<file path="src/rtl/ds_es_pipe_if.sv">
// rtl/ds_es_pipe_if.sv - decode/execute pipeline register bundle
interface ds_es_pipe_if #(
    parameter int AWIDTH  = 5,
    parameter int DWIDTH  = 32,
    parameter int PCWIDTH = 32,
    parameter int ALUOPW  = 4,
    parameter int CNTW    = 16
) ();
    logic               ds_i_valid;
    logic [PCWIDTH-1:0] ds_i_pc;
    logic [AWIDTH-1:0]  ds_i_addr_rs1;
    logic [AWIDTH-1:0]  ds_i_addr_rs2;
    logic [AWIDTH-1:0]  ds_i_addr_rd;
    logic [DWIDTH-1:0]  ds_i_data_rs1;
    logic [DWIDTH-1:0]  ds_i_data_rs2;
    logic [DWIDTH-1:0]  ds_i_imm;
    logic [ALUOPW-1:0]  ds_i_alu_op;
    logic               ds_i_alusrc;
    logic               ds_i_regwrite;
    logic               ds_i_memread;
    logic               ds_i_memwrite;
    logic               ds_i_branch;
    logic               es_i_stall;
    logic               es_i_flush;
    logic               ds_o_ready;
    logic               ds_es_o_valid;
    logic [PCWIDTH-1:0] ds_es_o_pc;
    logic [AWIDTH-1:0]  ds_es_o_addr_rs1;
    logic [AWIDTH-1:0]  ds_es_o_addr_rs2;
    logic [AWIDTH-1:0]  ds_es_o_addr_rd;
    logic [DWIDTH-1:0]  ds_es_o_data_rs1;
    logic [DWIDTH-1:0]  ds_es_o_data_rs2;
    logic [DWIDTH-1:0]  ds_es_o_imm;
    logic [ALUOPW-1:0]  ds_es_o_alu_op;
    logic               ds_es_o_alusrc;
    logic               ds_es_o_regwrite;
    logic               ds_es_o_memread;
    logic               ds_es_o_memwrite;
    logic               ds_es_o_branch;
    logic [CNTW-1:0]    ds_es_o_stall_cnt;
    logic [CNTW-1:0]    ds_es_o_flush_cnt;

    modport slave (
        input  ds_i_valid, ds_i_pc, ds_i_addr_rs1, ds_i_addr_rs2, ds_i_addr_rd,
               ds_i_data_rs1, ds_i_data_rs2, ds_i_imm, ds_i_alu_op,
               ds_i_alusrc, ds_i_regwrite, ds_i_memread, ds_i_memwrite, ds_i_branch,
               es_i_stall, es_i_flush,
        output ds_o_ready, ds_es_o_valid, ds_es_o_pc, ds_es_o_addr_rs1, ds_es_o_addr_rs2,
               ds_es_o_addr_rd, ds_es_o_data_rs1, ds_es_o_data_rs2, ds_es_o_imm,
               ds_es_o_alu_op, ds_es_o_alusrc, ds_es_o_regwrite, ds_es_o_memread,
               ds_es_o_memwrite, ds_es_o_branch, ds_es_o_stall_cnt, ds_es_o_flush_cnt
    );

    modport master (
        output ds_i_valid, ds_i_pc, ds_i_addr_rs1, ds_i_addr_rs2, ds_i_addr_rd,
               ds_i_data_rs1, ds_i_data_rs2, ds_i_imm, ds_i_alu_op,
               ds_i_alusrc, ds_i_regwrite, ds_i_memread, ds_i_memwrite, ds_i_branch,
               es_i_stall, es_i_flush,
        input  ds_o_ready, ds_es_o_valid, ds_es_o_pc, ds_es_o_addr_rs1, ds_es_o_addr_rs2,
               ds_es_o_addr_rd, ds_es_o_data_rs1, ds_es_o_data_rs2, ds_es_o_imm,
               ds_es_o_alu_op, ds_es_o_alusrc, ds_es_o_regwrite, ds_es_o_memread,
               ds_es_o_memwrite, ds_es_o_branch, ds_es_o_stall_cnt, ds_es_o_flush_cnt
    );
endinterface

</file>
<file path="src/rtl/ds_es_pipe.sv">
// rtl/ds_es_pipe.sv - decode-to-execute pipeline register with stall/flush and event counters
module ds_es_pipe #(
    parameter int AWIDTH  = 5,
    parameter int DWIDTH  = 32,
    parameter int PCWIDTH = 32,
    parameter int ALUOPW  = 4,
    parameter int CNTW    = 16
) (
    input  logic         ds_i_clk,
    input  logic         ds_i_rst,
    ds_es_pipe_if.slave  bus
);
    localparam logic [CNTW-1:0] CNT_ONE = {{(CNTW-1){1'b0}}, 1'b1};
    localparam logic [CNTW-1:0] CNT_MAX = {CNTW{1'b1}};

    logic               valid_q,   valid_d;
    logic [PCWIDTH-1:0] pc_q,      pc_d;
    logic [AWIDTH-1:0]  rs1_q,     rs1_d;
    logic [AWIDTH-1:0]  rs2_q,     rs2_d;
    logic [AWIDTH-1:0]  rd_q,      rd_d;
    logic [DWIDTH-1:0]  d1_q,      d1_d;
    logic [DWIDTH-1:0]  d2_q,      d2_d;
    logic [DWIDTH-1:0]  imm_q,     imm_d;
    logic [ALUOPW-1:0]  op_q,      op_d;
    // {alusrc, regwrite, memread, memwrite, branch}
    logic [4:0]         ctrl_q,    ctrl_d;
    logic [CNTW-1:0]    scnt_q,    scnt_d;
    logic [CNTW-1:0]    fcnt_q,    fcnt_d;

    logic [4:0] ctrl_in;
    assign ctrl_in = {bus.ds_i_alusrc, bus.ds_i_regwrite, bus.ds_i_memread,
                      bus.ds_i_memwrite, bus.ds_i_branch};

    always_comb begin
        valid_d = valid_q;
        pc_d    = pc_q;
        rs1_d   = rs1_q;
        rs2_d   = rs2_q;
        rd_d    = rd_q;
        d1_d    = d1_q;
        d2_d    = d2_q;
        imm_d   = imm_q;
        op_d    = op_q;
        ctrl_d  = ctrl_q;
        if (bus.es_i_flush) begin
            valid_d = 1'b0;
            pc_d    = '0;
            rs1_d   = '0;
            rs2_d   = '0;
            rd_d    = '0;
            d1_d    = '0;
            d2_d    = '0;
            imm_d   = '0;
            op_d    = '0;
            ctrl_d  = '0;
        end else if (!bus.es_i_stall) begin
            valid_d = bus.ds_i_valid;
            pc_d    = bus.ds_i_pc;
            rs1_d   = bus.ds_i_addr_rs1;
            rs2_d   = bus.ds_i_addr_rs2;
            rd_d    = bus.ds_i_addr_rd;
            d1_d    = bus.ds_i_data_rs1;
            d2_d    = bus.ds_i_data_rs2;
            imm_d   = bus.ds_i_imm;
            op_d    = bus.ds_i_alu_op;
            // A bubble carries its data fields but never any control side effects
            ctrl_d  = bus.ds_i_valid ? ctrl_in : 5'b0;
        end
    end

    always_comb begin
        scnt_d = scnt_q;
        fcnt_d = fcnt_q;
        if (bus.es_i_stall && !bus.es_i_flush && scnt_q != CNT_MAX)
            scnt_d = scnt_q + CNT_ONE;
        if (bus.es_i_flush && valid_q && fcnt_q != CNT_MAX)
            fcnt_d = fcnt_q + CNT_ONE;
    end

    always_ff @(posedge ds_i_clk or posedge ds_i_rst) begin
        if (ds_i_rst) begin
            valid_q <= 1'b0;
            pc_q    <= '0;
            rs1_q   <= '0;
            rs2_q   <= '0;
            rd_q    <= '0;
            d1_q    <= '0;
            d2_q    <= '0;
            imm_q   <= '0;
            op_q    <= '0;
            ctrl_q  <= '0;
            scnt_q  <= '0;
            fcnt_q  <= '0;
        end else begin
            valid_q <= valid_d;
            pc_q    <= pc_d;
            rs1_q   <= rs1_d;
            rs2_q   <= rs2_d;
            rd_q    <= rd_d;
            d1_q    <= d1_d;
            d2_q    <= d2_d;
            imm_q   <= imm_d;
            op_q    <= op_d;
            ctrl_q  <= ctrl_d;
            scnt_q  <= scnt_d;
            fcnt_q  <= fcnt_d;
        end
    end

    assign bus.ds_o_ready        = !bus.es_i_stall || bus.es_i_flush;
    assign bus.ds_es_o_valid     = valid_q;
    assign bus.ds_es_o_pc        = pc_q;
    assign bus.ds_es_o_addr_rs1  = rs1_q;
    assign bus.ds_es_o_addr_rs2  = rs2_q;
    assign bus.ds_es_o_addr_rd   = rd_q;
    assign bus.ds_es_o_data_rs1  = d1_q;
    assign bus.ds_es_o_data_rs2  = d2_q;
    assign bus.ds_es_o_imm       = imm_q;
    assign bus.ds_es_o_alu_op    = op_q;
    assign bus.ds_es_o_alusrc    = ctrl_q[4] & valid_q;
    assign bus.ds_es_o_regwrite  = ctrl_q[3] & valid_q;
    assign bus.ds_es_o_memread   = ctrl_q[2] & valid_q;
    assign bus.ds_es_o_memwrite  = ctrl_q[1] & valid_q;
    assign bus.ds_es_o_branch    = ctrl_q[0] & valid_q;
    assign bus.ds_es_o_stall_cnt = scnt_q;
    assign bus.ds_es_o_flush_cnt = fcnt_q;
endmodule

</file>
<file path="src/flat_wrapper.sv">
// flat-port wrapper written by rule: the top's interface ports become plain ports
module ds_es_pipe_flat 
#(
    parameter int AWIDTH  = 5,
    parameter int DWIDTH  = 32,
    parameter int PCWIDTH = 32,
    parameter int ALUOPW  = 4,
    parameter int CNTW    = 16
)
  (ds_i_clk, ds_i_rst, bus_ds_i_valid, bus_ds_i_pc, bus_ds_i_addr_rs1, bus_ds_i_addr_rs2, bus_ds_i_addr_rd, bus_ds_i_data_rs1, bus_ds_i_data_rs2, bus_ds_i_imm, bus_ds_i_alu_op, bus_ds_i_alusrc, bus_ds_i_regwrite, bus_ds_i_memread, bus_ds_i_memwrite, bus_ds_i_branch, bus_es_i_stall, bus_es_i_flush, bus_ds_o_ready, bus_ds_es_o_valid, bus_ds_es_o_pc, bus_ds_es_o_addr_rs1, bus_ds_es_o_addr_rs2, bus_ds_es_o_addr_rd, bus_ds_es_o_data_rs1, bus_ds_es_o_data_rs2, bus_ds_es_o_imm, bus_ds_es_o_alu_op, bus_ds_es_o_alusrc, bus_ds_es_o_regwrite, bus_ds_es_o_memread, bus_ds_es_o_memwrite, bus_ds_es_o_branch, bus_ds_es_o_stall_cnt, bus_ds_es_o_flush_cnt);
  ds_es_pipe_if #(.AWIDTH(AWIDTH), .DWIDTH(DWIDTH), .PCWIDTH(PCWIDTH), .ALUOPW(ALUOPW), .CNTW(CNTW)) bus_i ();
  input  logic ds_i_clk;
  input  logic ds_i_rst;
  input wire logic [$bits(bus_i.ds_i_valid)-1:0] bus_ds_i_valid;
  input wire logic [$bits(bus_i.ds_i_pc)-1:0] bus_ds_i_pc;
  input wire logic [$bits(bus_i.ds_i_addr_rs1)-1:0] bus_ds_i_addr_rs1;
  input wire logic [$bits(bus_i.ds_i_addr_rs2)-1:0] bus_ds_i_addr_rs2;
  input wire logic [$bits(bus_i.ds_i_addr_rd)-1:0] bus_ds_i_addr_rd;
  input wire logic [$bits(bus_i.ds_i_data_rs1)-1:0] bus_ds_i_data_rs1;
  input wire logic [$bits(bus_i.ds_i_data_rs2)-1:0] bus_ds_i_data_rs2;
  input wire logic [$bits(bus_i.ds_i_imm)-1:0] bus_ds_i_imm;
  input wire logic [$bits(bus_i.ds_i_alu_op)-1:0] bus_ds_i_alu_op;
  input wire logic [$bits(bus_i.ds_i_alusrc)-1:0] bus_ds_i_alusrc;
  input wire logic [$bits(bus_i.ds_i_regwrite)-1:0] bus_ds_i_regwrite;
  input wire logic [$bits(bus_i.ds_i_memread)-1:0] bus_ds_i_memread;
  input wire logic [$bits(bus_i.ds_i_memwrite)-1:0] bus_ds_i_memwrite;
  input wire logic [$bits(bus_i.ds_i_branch)-1:0] bus_ds_i_branch;
  input wire logic [$bits(bus_i.es_i_stall)-1:0] bus_es_i_stall;
  input wire logic [$bits(bus_i.es_i_flush)-1:0] bus_es_i_flush;
  output wire logic [$bits(bus_i.ds_o_ready)-1:0] bus_ds_o_ready;
  output wire logic [$bits(bus_i.ds_es_o_valid)-1:0] bus_ds_es_o_valid;
  output wire logic [$bits(bus_i.ds_es_o_pc)-1:0] bus_ds_es_o_pc;
  output wire logic [$bits(bus_i.ds_es_o_addr_rs1)-1:0] bus_ds_es_o_addr_rs1;
  output wire logic [$bits(bus_i.ds_es_o_addr_rs2)-1:0] bus_ds_es_o_addr_rs2;
  output wire logic [$bits(bus_i.ds_es_o_addr_rd)-1:0] bus_ds_es_o_addr_rd;
  output wire logic [$bits(bus_i.ds_es_o_data_rs1)-1:0] bus_ds_es_o_data_rs1;
  output wire logic [$bits(bus_i.ds_es_o_data_rs2)-1:0] bus_ds_es_o_data_rs2;
  output wire logic [$bits(bus_i.ds_es_o_imm)-1:0] bus_ds_es_o_imm;
  output wire logic [$bits(bus_i.ds_es_o_alu_op)-1:0] bus_ds_es_o_alu_op;
  output wire logic [$bits(bus_i.ds_es_o_alusrc)-1:0] bus_ds_es_o_alusrc;
  output wire logic [$bits(bus_i.ds_es_o_regwrite)-1:0] bus_ds_es_o_regwrite;
  output wire logic [$bits(bus_i.ds_es_o_memread)-1:0] bus_ds_es_o_memread;
  output wire logic [$bits(bus_i.ds_es_o_memwrite)-1:0] bus_ds_es_o_memwrite;
  output wire logic [$bits(bus_i.ds_es_o_branch)-1:0] bus_ds_es_o_branch;
  output wire logic [$bits(bus_i.ds_es_o_stall_cnt)-1:0] bus_ds_es_o_stall_cnt;
  output wire logic [$bits(bus_i.ds_es_o_flush_cnt)-1:0] bus_ds_es_o_flush_cnt;
  assign bus_i.ds_i_valid = bus_ds_i_valid;
  assign bus_i.ds_i_pc = bus_ds_i_pc;
  assign bus_i.ds_i_addr_rs1 = bus_ds_i_addr_rs1;
  assign bus_i.ds_i_addr_rs2 = bus_ds_i_addr_rs2;
  assign bus_i.ds_i_addr_rd = bus_ds_i_addr_rd;
  assign bus_i.ds_i_data_rs1 = bus_ds_i_data_rs1;
  assign bus_i.ds_i_data_rs2 = bus_ds_i_data_rs2;
  assign bus_i.ds_i_imm = bus_ds_i_imm;
  assign bus_i.ds_i_alu_op = bus_ds_i_alu_op;
  assign bus_i.ds_i_alusrc = bus_ds_i_alusrc;
  assign bus_i.ds_i_regwrite = bus_ds_i_regwrite;
  assign bus_i.ds_i_memread = bus_ds_i_memread;
  assign bus_i.ds_i_memwrite = bus_ds_i_memwrite;
  assign bus_i.ds_i_branch = bus_ds_i_branch;
  assign bus_i.es_i_stall = bus_es_i_stall;
  assign bus_i.es_i_flush = bus_es_i_flush;
  assign bus_ds_o_ready = bus_i.ds_o_ready;
  assign bus_ds_es_o_valid = bus_i.ds_es_o_valid;
  assign bus_ds_es_o_pc = bus_i.ds_es_o_pc;
  assign bus_ds_es_o_addr_rs1 = bus_i.ds_es_o_addr_rs1;
  assign bus_ds_es_o_addr_rs2 = bus_i.ds_es_o_addr_rs2;
  assign bus_ds_es_o_addr_rd = bus_i.ds_es_o_addr_rd;
  assign bus_ds_es_o_data_rs1 = bus_i.ds_es_o_data_rs1;
  assign bus_ds_es_o_data_rs2 = bus_i.ds_es_o_data_rs2;
  assign bus_ds_es_o_imm = bus_i.ds_es_o_imm;
  assign bus_ds_es_o_alu_op = bus_i.ds_es_o_alu_op;
  assign bus_ds_es_o_alusrc = bus_i.ds_es_o_alusrc;
  assign bus_ds_es_o_regwrite = bus_i.ds_es_o_regwrite;
  assign bus_ds_es_o_memread = bus_i.ds_es_o_memread;
  assign bus_ds_es_o_memwrite = bus_i.ds_es_o_memwrite;
  assign bus_ds_es_o_branch = bus_i.ds_es_o_branch;
  assign bus_ds_es_o_stall_cnt = bus_i.ds_es_o_stall_cnt;
  assign bus_ds_es_o_flush_cnt = bus_i.ds_es_o_flush_cnt;
  ds_es_pipe #(.AWIDTH(AWIDTH), .DWIDTH(DWIDTH), .PCWIDTH(PCWIDTH), .ALUOPW(ALUOPW), .CNTW(CNTW)) u_core (.ds_i_clk(ds_i_clk), .ds_i_rst(ds_i_rst), .bus(bus_i));
endmodule
</file>
<file path="config.mk">
export PLATFORM = sky130hd
export DESIGN_NAME = ds_es_pipe_flat
export DESIGN_NICKNAME = d
export VERILOG_FILES = /design/src/rtl/ds_es_pipe_if.sv /design/src/rtl/ds_es_pipe.sv /design/src/flat_wrapper.sv
export SDC_FILE = /design/constraint.sdc
export NUM_CORES = 1
export LEC_CHECK = 0
export ABC_CLOCK_PERIOD_IN_PS = 19700
export CORE_UTILIZATION = 40
export DETAILED_ROUTE_END_ITERATION = 8
export GPL_TIMING_DRIVEN = 1
export PLACE_DENSITY = 0.77
export SLEW_MARGIN = 10
export SYNTH_ARGS = -nofsm -noshare
export SYNTH_HDL_FRONTEND = slang
export SYNTH_SLANG_ARGS = --single-unit
</file>
<file path="constraint.sdc">
create_clock -name ds_i_clk -period 19.7 [get_ports ds_i_clk]
set_clock_uncertainty 0.1 [all_clocks]
set_input_delay 5.91 -clock ds_i_clk [delete_from_list [all_inputs] [get_ports ds_i_clk]]
set_output_delay 5.91 -clock ds_i_clk [all_outputs]
set_load 0.03 [all_outputs]
</file>
-- Word-level counts from Yosys, hierarchy flattened
Cells that the tools add are included.
- output and inout port bits: 186
- register bits: 185
- bitwise logic cells: 5
- equality and inequality tests: 3
- reduce and logical (&&, ||, !) cells: 7
- multiplexer cells: 21
- $add $sub $neg: 2
- operators by type and width (cell ; number):
    $mux 32 ; 8
    $mux 5 ; 9
    $add 16x1->16 const B ; 2
    $ne 16x16->1 const B ; 2
    $mux 4 ; 2
    $and 1x1->1 ; 5
    $logic_and 1x1->1 ; 4
    $logic_not 1->1 ; 2
    $mux 1 ; 2
    $ne 2x1->1 const B ; 1
    $logic_or 1x1->1 ; 1

-- Longest topological paths before layout
Gate-level depths: netlist (run 1).
- word-level depth: 3
- depth in mapped cells: 6
- mapped depth without buffers: 5

-- Least setup slack after synthesis (run 1)
Ideal clock, no wire load.
- kind: input to output
- from: input bus_es_i_stall
- to: output bus_ds_o_ready
- buffers on the path: 1
- data required time: 13690 ps
- setup slack: 7338 ps
- data arrival time: 6352 ps
- stages: 2
- cells stage by stage: clkbuf_1 > nand2_1
- longest elaborated chain between the ends: 2
- ends and longest elaborated chain (what ; line ; text):
    start, declared ; flat_wrapper.sv:28 ; input wire logic [$bits(bus_i.es_i_stall)-1:0] bus_es_i_stall;
    $logic_not 1->1 ; ds_es_pipe.sv:110 ; assign bus.ds_o_ready = !bus.es_i_stall || bus.es_i_flush;
    $logic_or 1x1->1 ; ds_es_pipe.sv:110 ;
    end, declared ; flat_wrapper.sv:30 ; output wire logic [$bits(bus_i.ds_o_ready)-1:0] bus_ds_o_ready;
Every way passes these cells.

-- Final worst setup path (run 1)
- from: input bus_es_i_flush
- to: output bus_ds_o_ready
- longest elaborated chain between the ends: 1
- ends and longest elaborated chain (what ; line ; text):
    start, declared ; flat_wrapper.sv:29 ; input wire logic [$bits(bus_i.es_i_flush)-1:0] bus_es_i_flush;
    $logic_or 1x1->1 ; ds_es_pipe.sv:110 ;
Every way passes these cells.

==> results of run 1 <==
[path summary, 6_finish.rpt]
path,from,to,cells after the start
min,u_core.bus.ds_es_o_stall_cnt[15],u_core.bus.ds_es_o_stall_cnt[15],1
max,bus_es_i_flush,bus_ds_o_ready,4
min in group asynchronous,ds_i_rst,u_core.bus.ds_es_o_data_rs1[22],2
max reg2reg,u_core.bus.ds_es_o_valid,u_core.bus.ds_es_o_flush_cnt[13],4
max in group asynchronous,ds_i_rst,u_core.bus.ds_es_o_flush_cnt[3],3
min reg2reg,u_core.bus.ds_es_o_stall_cnt[15],u_core.bus.ds_es_o_stall_cnt[15],1
[cells in the final DEF (no fill, tap or decap), drive strengths merged, types with 7 or more instances in the layout]
master and count:
a211oi 7, a21oi 14, buf 8, clkbuf 23, clkdlybuf4s50 340, dfrtp 185, mux2i 147, nand2 23
nand3 10, nor2 162, xor2 23
[power groups by stage]
| stage | sequential, mW | combinational, mW | clock [mW] |
|---|---|---|---|
| after floorplan | 0.494 | 0.0604 | 0 |
| after global placement | 0.440 | 0.222 | 0 |
| after detailed placement | 0.441 | 0.225 | 0 |
| after CTS | 0.434 | 0.226 | 0.346 |
| after global routing | 0.438 | 0.237 | 0.359 |
| final | 0.434 | 0.223 | 0.336 |
[sequential cells by signal, summed over array words and instances, names as in the netlist]
register / cells
u_core.bus.ds_es_o_pc: 32
u_core.bus.ds_es_o_flush_cnt: 16
u_core.bus.ds_es_o_alu_op: 4
u_core.bus.ds_es_o_data_rs2: 32
u_core.bus.ds_es_o_addr_rd: 5
u_core.bus.ds_es_o_imm: 32
u_core.bus.ds_es_o_addr_rs1: 5
u_core.bus.ds_es_o_addr_rs2: 5
u_core.bus.ds_es_o_data_rs1: 32
u_core.bus.ds_es_o_valid: 1
u_core.bus.ds_es_o_stall_cnt: 16
u_core.ctrl_q: 5
[kinds of logic (layout without fill, tap and decap cells)]
logic type | Yosys count | in the layout | share of synthesized area
DFF | 185 | 185 | 0.5991
buffers and inverters | 43 | 383 | 0.02413
AOI/OAI and AO/OA | 27 | 27 | 0.02251
adders and majority gates | 2 | 2 | 0.003238
and+or+nand+nor | 230 | 230 | 0.1279
xor gates and xnor gates | 25 | 25 | 0.02834
muxes | 150 | 150 | 0.1948
[layout make-up]
| cell class | count | share of cell area |
|---|---|---|
| flip-flops and latches | 185 | 0.3878 |
| repair buffers | 349 | 0.2913 |
| multi-input cells | 434 | 0.2439 |
| clock buffers | 22 | 0.03888 |
| well taps | 260 | 0.02725 |
| clock inverters | 9 | 0.009538 |
| inverters | 3 | 0.001363 |
[worst max-delay path: stages]
cell	delay [ns]
buf_4	0.67
inv_1	0.16
nand2_1	0.13
clkdlybuf4s50_1	0.68
[stage by stage]
step	utilization	hold slack, ns	setup slack (ns)
global route	0.6340	0.4102	5.953
CTS	0.6340	0.4016	6.079
detailed placement	0.6033	0.3910	6.079
finish	0.6340	0.3952	6.086
global placement	0.6033	0.3787	6.096
floorplan	-	0.3768	7.338
[layer usage]
metal,vias to the layer above,track usage
met1,2910,0.2673
met4,2,0.09039
li1,2893,-
met5,-,0
met3,35,0.06420
met2,237,0.3755
==> impl_metrics.env, run 1 <==
export IMPL_status="finished, final reports clean"
export IMPL_drive_gt1_frac=0.04591
export IMPL_detail_route_antenna_nets=0
export IMPL_p_sw_frac=0.2894
export IMPL_grt_pass1_vias=6334
export IMPL_worstSetupEndpointType="output port"
export IMPL_async_flop_share=1.000
export IMPL_fin_total_pwr_uw=993.4
export IMPL_fp_dieH_um=141.0
export IMPL_route_detailed_wl_per_inst_um=16.98
export IMPL_pwr_share_seq=0.437
export IMPL_finalSetupViolCount=0
export IMPL_ys_seq_elements=185
export IMPL_dpl_hpwl_um=15330
export IMPL_syn_area_per_cell_um2=11.67
export IMPL_comb_power_share=0.224
export IMPL_synthesis_area_um2=7727
export IMPL_fillCellCount=1504
export IMPL_cap_violations=0
export IMPL_cts_sinks=185
export IMPL_postLayoutCellArea_um2=11940
export IMPL_core_area_um2=18830
export IMPL_synthDistinctLibCells=34
export IMPL_rrSetupSlack_ns=17.72
export IMPL_max_freq_mhz=73.45
export IMPL_dr_max_layer_used="met5"
export IMPL_clk_latency_ns=0.42
export IMPL_synth_edf_count=0
export IMPL_grt_ovfl_total=0
export IMPL_netlist_instances=662
export IMPL_cts_buffers=17
export IMPL_synth_top_cell_area_share=0.5991
export IMPL_tightest_slew_ns=1.044
export IMPL_slew_headroom=0.3038
export IMPL_cts_tree="yes"
export IMPL_synth_nets=821
export IMPL_fin_crit_sh=0.6911
export IMPL_grt_pass1_wl_um=34020
export IMPL_crit_required_ns=13.69
export IMPL_antenna_found_initial=1
export IMPL_num_vias=6077
export IMPL_yosysMostFrequentCell="dfrtp_1"
export IMPL_post_cts_resized=0
export IMPL_grt_max_degree=85
export IMPL_p_switching_uw=287.5
export IMPL_min_path_type="flop to flop"
export IMPL_vdd_drop_max_mv=0.05729
export IMPL_grt_usage=0.2224
export IMPL_multi_input_area_um2=2912
export IMPL_yosysTopAreaCell="dfrtp_1"
export IMPL_seq_area_um2=4629
export IMPL_ys_flop_type="dfrtp_1"
export IMPL_cts_setup_buffers=0
export IMPL_cts_buffer_depth=2
export IMPL_power_frac_clock=0.339
export IMPL_nets=1149
export IMPL_worst_path_max_fanout=84
export IMPL_ctsHoldBuffers=0
export IMPL_critical_path_arrival_ns=7.60
export IMPL_met3WireLength_um=1613
export IMPL_portBuffers=342
export IMPL_ys_top_cells_by_count="185 x dfrtp_1, 162 x nor2_1, 147 x mux2i_1"
export IMPL_fin_cells=1262
export IMPL_drtIter0Drc=279
export IMPL_start_util=0.4104
export IMPL_placed_cells=1231
export IMPL_yosysSeqAreaShare=0.5991
export IMPL_cts_root_buffer="clkbuf_16"
export IMPL_power_leakage_nw=5.592
export IMPL_worst_setup_path_type="input port to output port"
export IMPL_die_w_um=141.0
export IMPL_drc_errors=0
export IMPL_die_area_um2=19880
export IMPL_drv_slew=0
export IMPL_internal_power_uw=705.9
export IMPL_start_kind="input port"
export IMPL_synth_warnings=0
export IMPL_h_tree_depth=4
export IMPL_totalNegativeSetupSlack_ns=0
export IMPL_wirelength_um=21430
export IMPL_gp_congestion=0.8507
export IMPL_grt_setup_unrepaired="false"
export IMPL_placementRows=50
export IMPL_viasPerCell=4.815
export IMPL_met1Wirelength_um=8625
export IMPL_wl_met2_um=10610
export IMPL_layout_min_cycle_time_ns=13.61
export IMPL_hold_viol_final=0
export IMPL_area_growth_synth_to_final_pct=54.49
export IMPL_antenna_cells=0
export IMPL_pin_count=343
export IMPL_place_area_um2=11360
export IMPL_synth_area_leaders="dfrtp_1 60%, mux2i_1 19%, nor2_1 7.9%, xor2_1 2.6%, nand2_1 1.1%"
export IMPL_power_density_nw_per_um2=83.22
export IMPL_clk_pin_slew_ns=0.07
export IMPL_first_pass_iters=4
Note: power is estimated with default switching activity, not from simulation.
==> inputs of run 2 (changes only) <==
Settings changed: ABC_CLOCK_PERIOD_IN_PS 19700 to 13300.
Clock period 19.7 ns to 13.3 ns, I/O delays scaled along.
==> run 2 against run 1 <==
Design area is essentially flat. Die area unchanged. Setup slack worse by 2.5 ns. Global-route usage fell by 0.43 points. Combinational power is 48% higher. Via count increased by 0.48%. Register-to-register slack worse by 6.4 ns. Non-clock buffer count shrank 1. Critical endpoint unchanged. Largest cell class unchanged. Largest power group unchanged.
==> impl_metrics.env, run 2 (synthesized netlist as in run 1, its figures left out) <==
export IMPL_wirelength_um=21370
export IMPL_reg2reg_from="u_core.bus.ds_es_o_valid"
export IMPL_cap_violations=0
export IMPL_nets=1148
export IMPL_r2r_end="u_core.bus.ds_es_o_flush_cnt[13]"
export IMPL_critical_path_arrival_ns=5.61
export IMPL_worst_setup_path_type="input port to output port"
export IMPL_fin_ws_ns=3.595
export IMPL_start_util=0.4104
export IMPL_post_cts_resized=0
export IMPL_antenna_cells=0
export IMPL_final_common_cell="clkdlybuf4s50_1"
export IMPL_dpl_hpwl_um=15100
export IMPL_min_path_type="flop to flop"
export IMPL_power_frac_clock=0.345
export IMPL_drtIter0Drc=368
export IMPL_h_tree_depth=4
export IMPL_grt_ovfl_total=0
export IMPL_grt_pass1_vias=6196
export IMPL_cts_tree="yes"
export IMPL_worst_path_max_fanout=80
export IMPL_worstSetupEndpointType="output port"
export IMPL_placementRows=50
export IMPL_viasPerCell=4.838
export IMPL_die_area_um2=19880
export IMPL_antenna_found_initial=0
export IMPL_hold_viol_final=0
export IMPL_drv_slew=0
export IMPL_met3WireLength_um=1629
export IMPL_comb_power_share=0.222
export IMPL_detail_route_antenna_nets=0
export IMPL_p_switching_uw=439.5
export IMPL_pre_cts_slack_ns=3.594
export IMPL_pwr_share_seq=0.433
export IMPL_holdPathStages=1
export IMPL_clk_latency_ns=0.42
export IMPL_hold_path_endpoint="u_core.bus.ds_es_o_stall_cnt[15]"
export IMPL_cts_setup_buffers=0
export IMPL_pin_count=343
export IMPL_hp_start="u_core.bus.ds_es_o_stall_cnt[15]"
export IMPL_rrSetupSlack_ns=11.36
export IMPL_num_vias=6106
export IMPL_final_cell_mix="340 x clkdlybuf4s50_1, 185 x dfrtp_1, 162 x nor2_1"
export IMPL_reg2reg_depth=4
export IMPL_status="finished, final reports clean"
export IMPL_met1Wirelength_um=8525
export IMPL_cts_sinks=185
export IMPL_dr_max_layer_used="met4"
export IMPL_internal_power_mw=1.048
export IMPL_power_density_nw_per_um2=124.5
export IMPL_cts_buffer_depth=2
export IMPL_grt_pass1_wl_um=33410
export IMPL_cts_root_buffer="clkbuf_16"
export IMPL_first_pass_iters=8
export IMPL_finalSetupViolCount=0
export IMPL_area_growth_synth_to_final_pct=54.61
export IMPL_drive_gt1_frac=0.04691
export IMPL_crit_required_ns=9.21
export IMPL_route_detailed_wl_per_inst_um=16.94
export IMPL_fin_crit_sh=0.7297
export IMPL_portBuffers=342
export IMPL_drc_errors=0
export IMPL_totalNegativeSetupSlack_ns=0
export IMPL_grt_usage=0.2181
export IMPL_wl_met2_um=10830
export IMPL_power_leakage_nw=5.600
export IMPL_layout_min_cycle_time_ns=9.705
export IMPL_tightest_slew_ns=1.053
export IMPL_slew_headroom=0.2981
export IMPL_core_area_um2=18830
export IMPL_vdd_drop_max_mv=0.08122
export IMPL_gp_congestion=0.8463
export IMPL_clk_pin_slew_ns=0.07
export IMPL_p_sw_frac=0.2954
export IMPL_die_w_um=141.0
export IMPL_ctsHoldBuffers=0
export IMPL_cts_buffers=17
export IMPL_grt_setup_unrepaired="false"
export IMPL_grt_max_degree=107
export IMPL_start_kind="input port"
export IMPL_fp_dieH_um=141.0
export IMPL_max_freq_mhz=103.0
[run 2: final cells by class]
class                   count  area [um^2]
clock buffers              21        460.4
clock inverters            11        135.1
fillers                  1493         6883
inverters                   3        16.27
multi-input cells         434         2912
flip-flops and latches    185         4629
well taps                 260        325.3
repair buffers            348         3470
[run 2: worst max-delay path, cell delays in order]
cell,delay [ns]
buf_4,0.63
inv_1,0.16
nand2_1,0.12
clkdlybuf4s50_1,0.68
[run 2: worst max-delay path by stage]
stage	from	cells after the start	to	slack, ns
after floorplan	ds_i_rst	1	u_core.bus.ds_es_o_addr_rd[0]	4.18
after global placement	bus_es_i_flush	4	bus_ds_o_ready	3.59
after detailed placement	bus_es_i_flush	4	bus_ds_o_ready	3.59
after CTS	bus_es_i_flush	4	bus_ds_o_ready	3.60
after global routing	bus_es_i_flush	4	bus_ds_o_ready	3.47
final	bus_es_i_flush	4	bus_ds_o_ready	3.60
[run 2: power groups by stage]
stage          Combinational, mW  Sequential (mW)  Clock, mW
2_1_floorplan             0.0894            0.732          0
3_3_place_gp               0.328            0.652          0
3_5_place_dp               0.332            0.654          0
4_1_cts                    0.334            0.644      0.525
5_1_grt                    0.350            0.649      0.547
6_report                   0.330            0.644      0.513
[run 2: routing by layer]
metal  GRT usage  vias up
met5           0        -
met4     0.07609        0
met3     0.06827       29
met2      0.3810      242
met1      0.2524     2957
li1            -     2878
[run 2: through the flow]
stage | cell area (um^2) | util | power, mW | hold slack (ns) | instances
after global routing | 11950 | 0.6345 | 1.546 | 0.4121 | 1262
after floorplan | 7727 | - | 0.8210 | 0.3768 | 662
after global placement | 11350 | 0.6029 | 0.9807 | 0.3785 | 1230
after CTS | 11950 | 0.6345 | 1.503 | 0.3957 | 1262
final | 11950 | 0.6345 | 1.488 | 0.4009 | 1262
after detailed placement | 11350 | 0.6029 | 0.9862 | 0.3812 | 1230
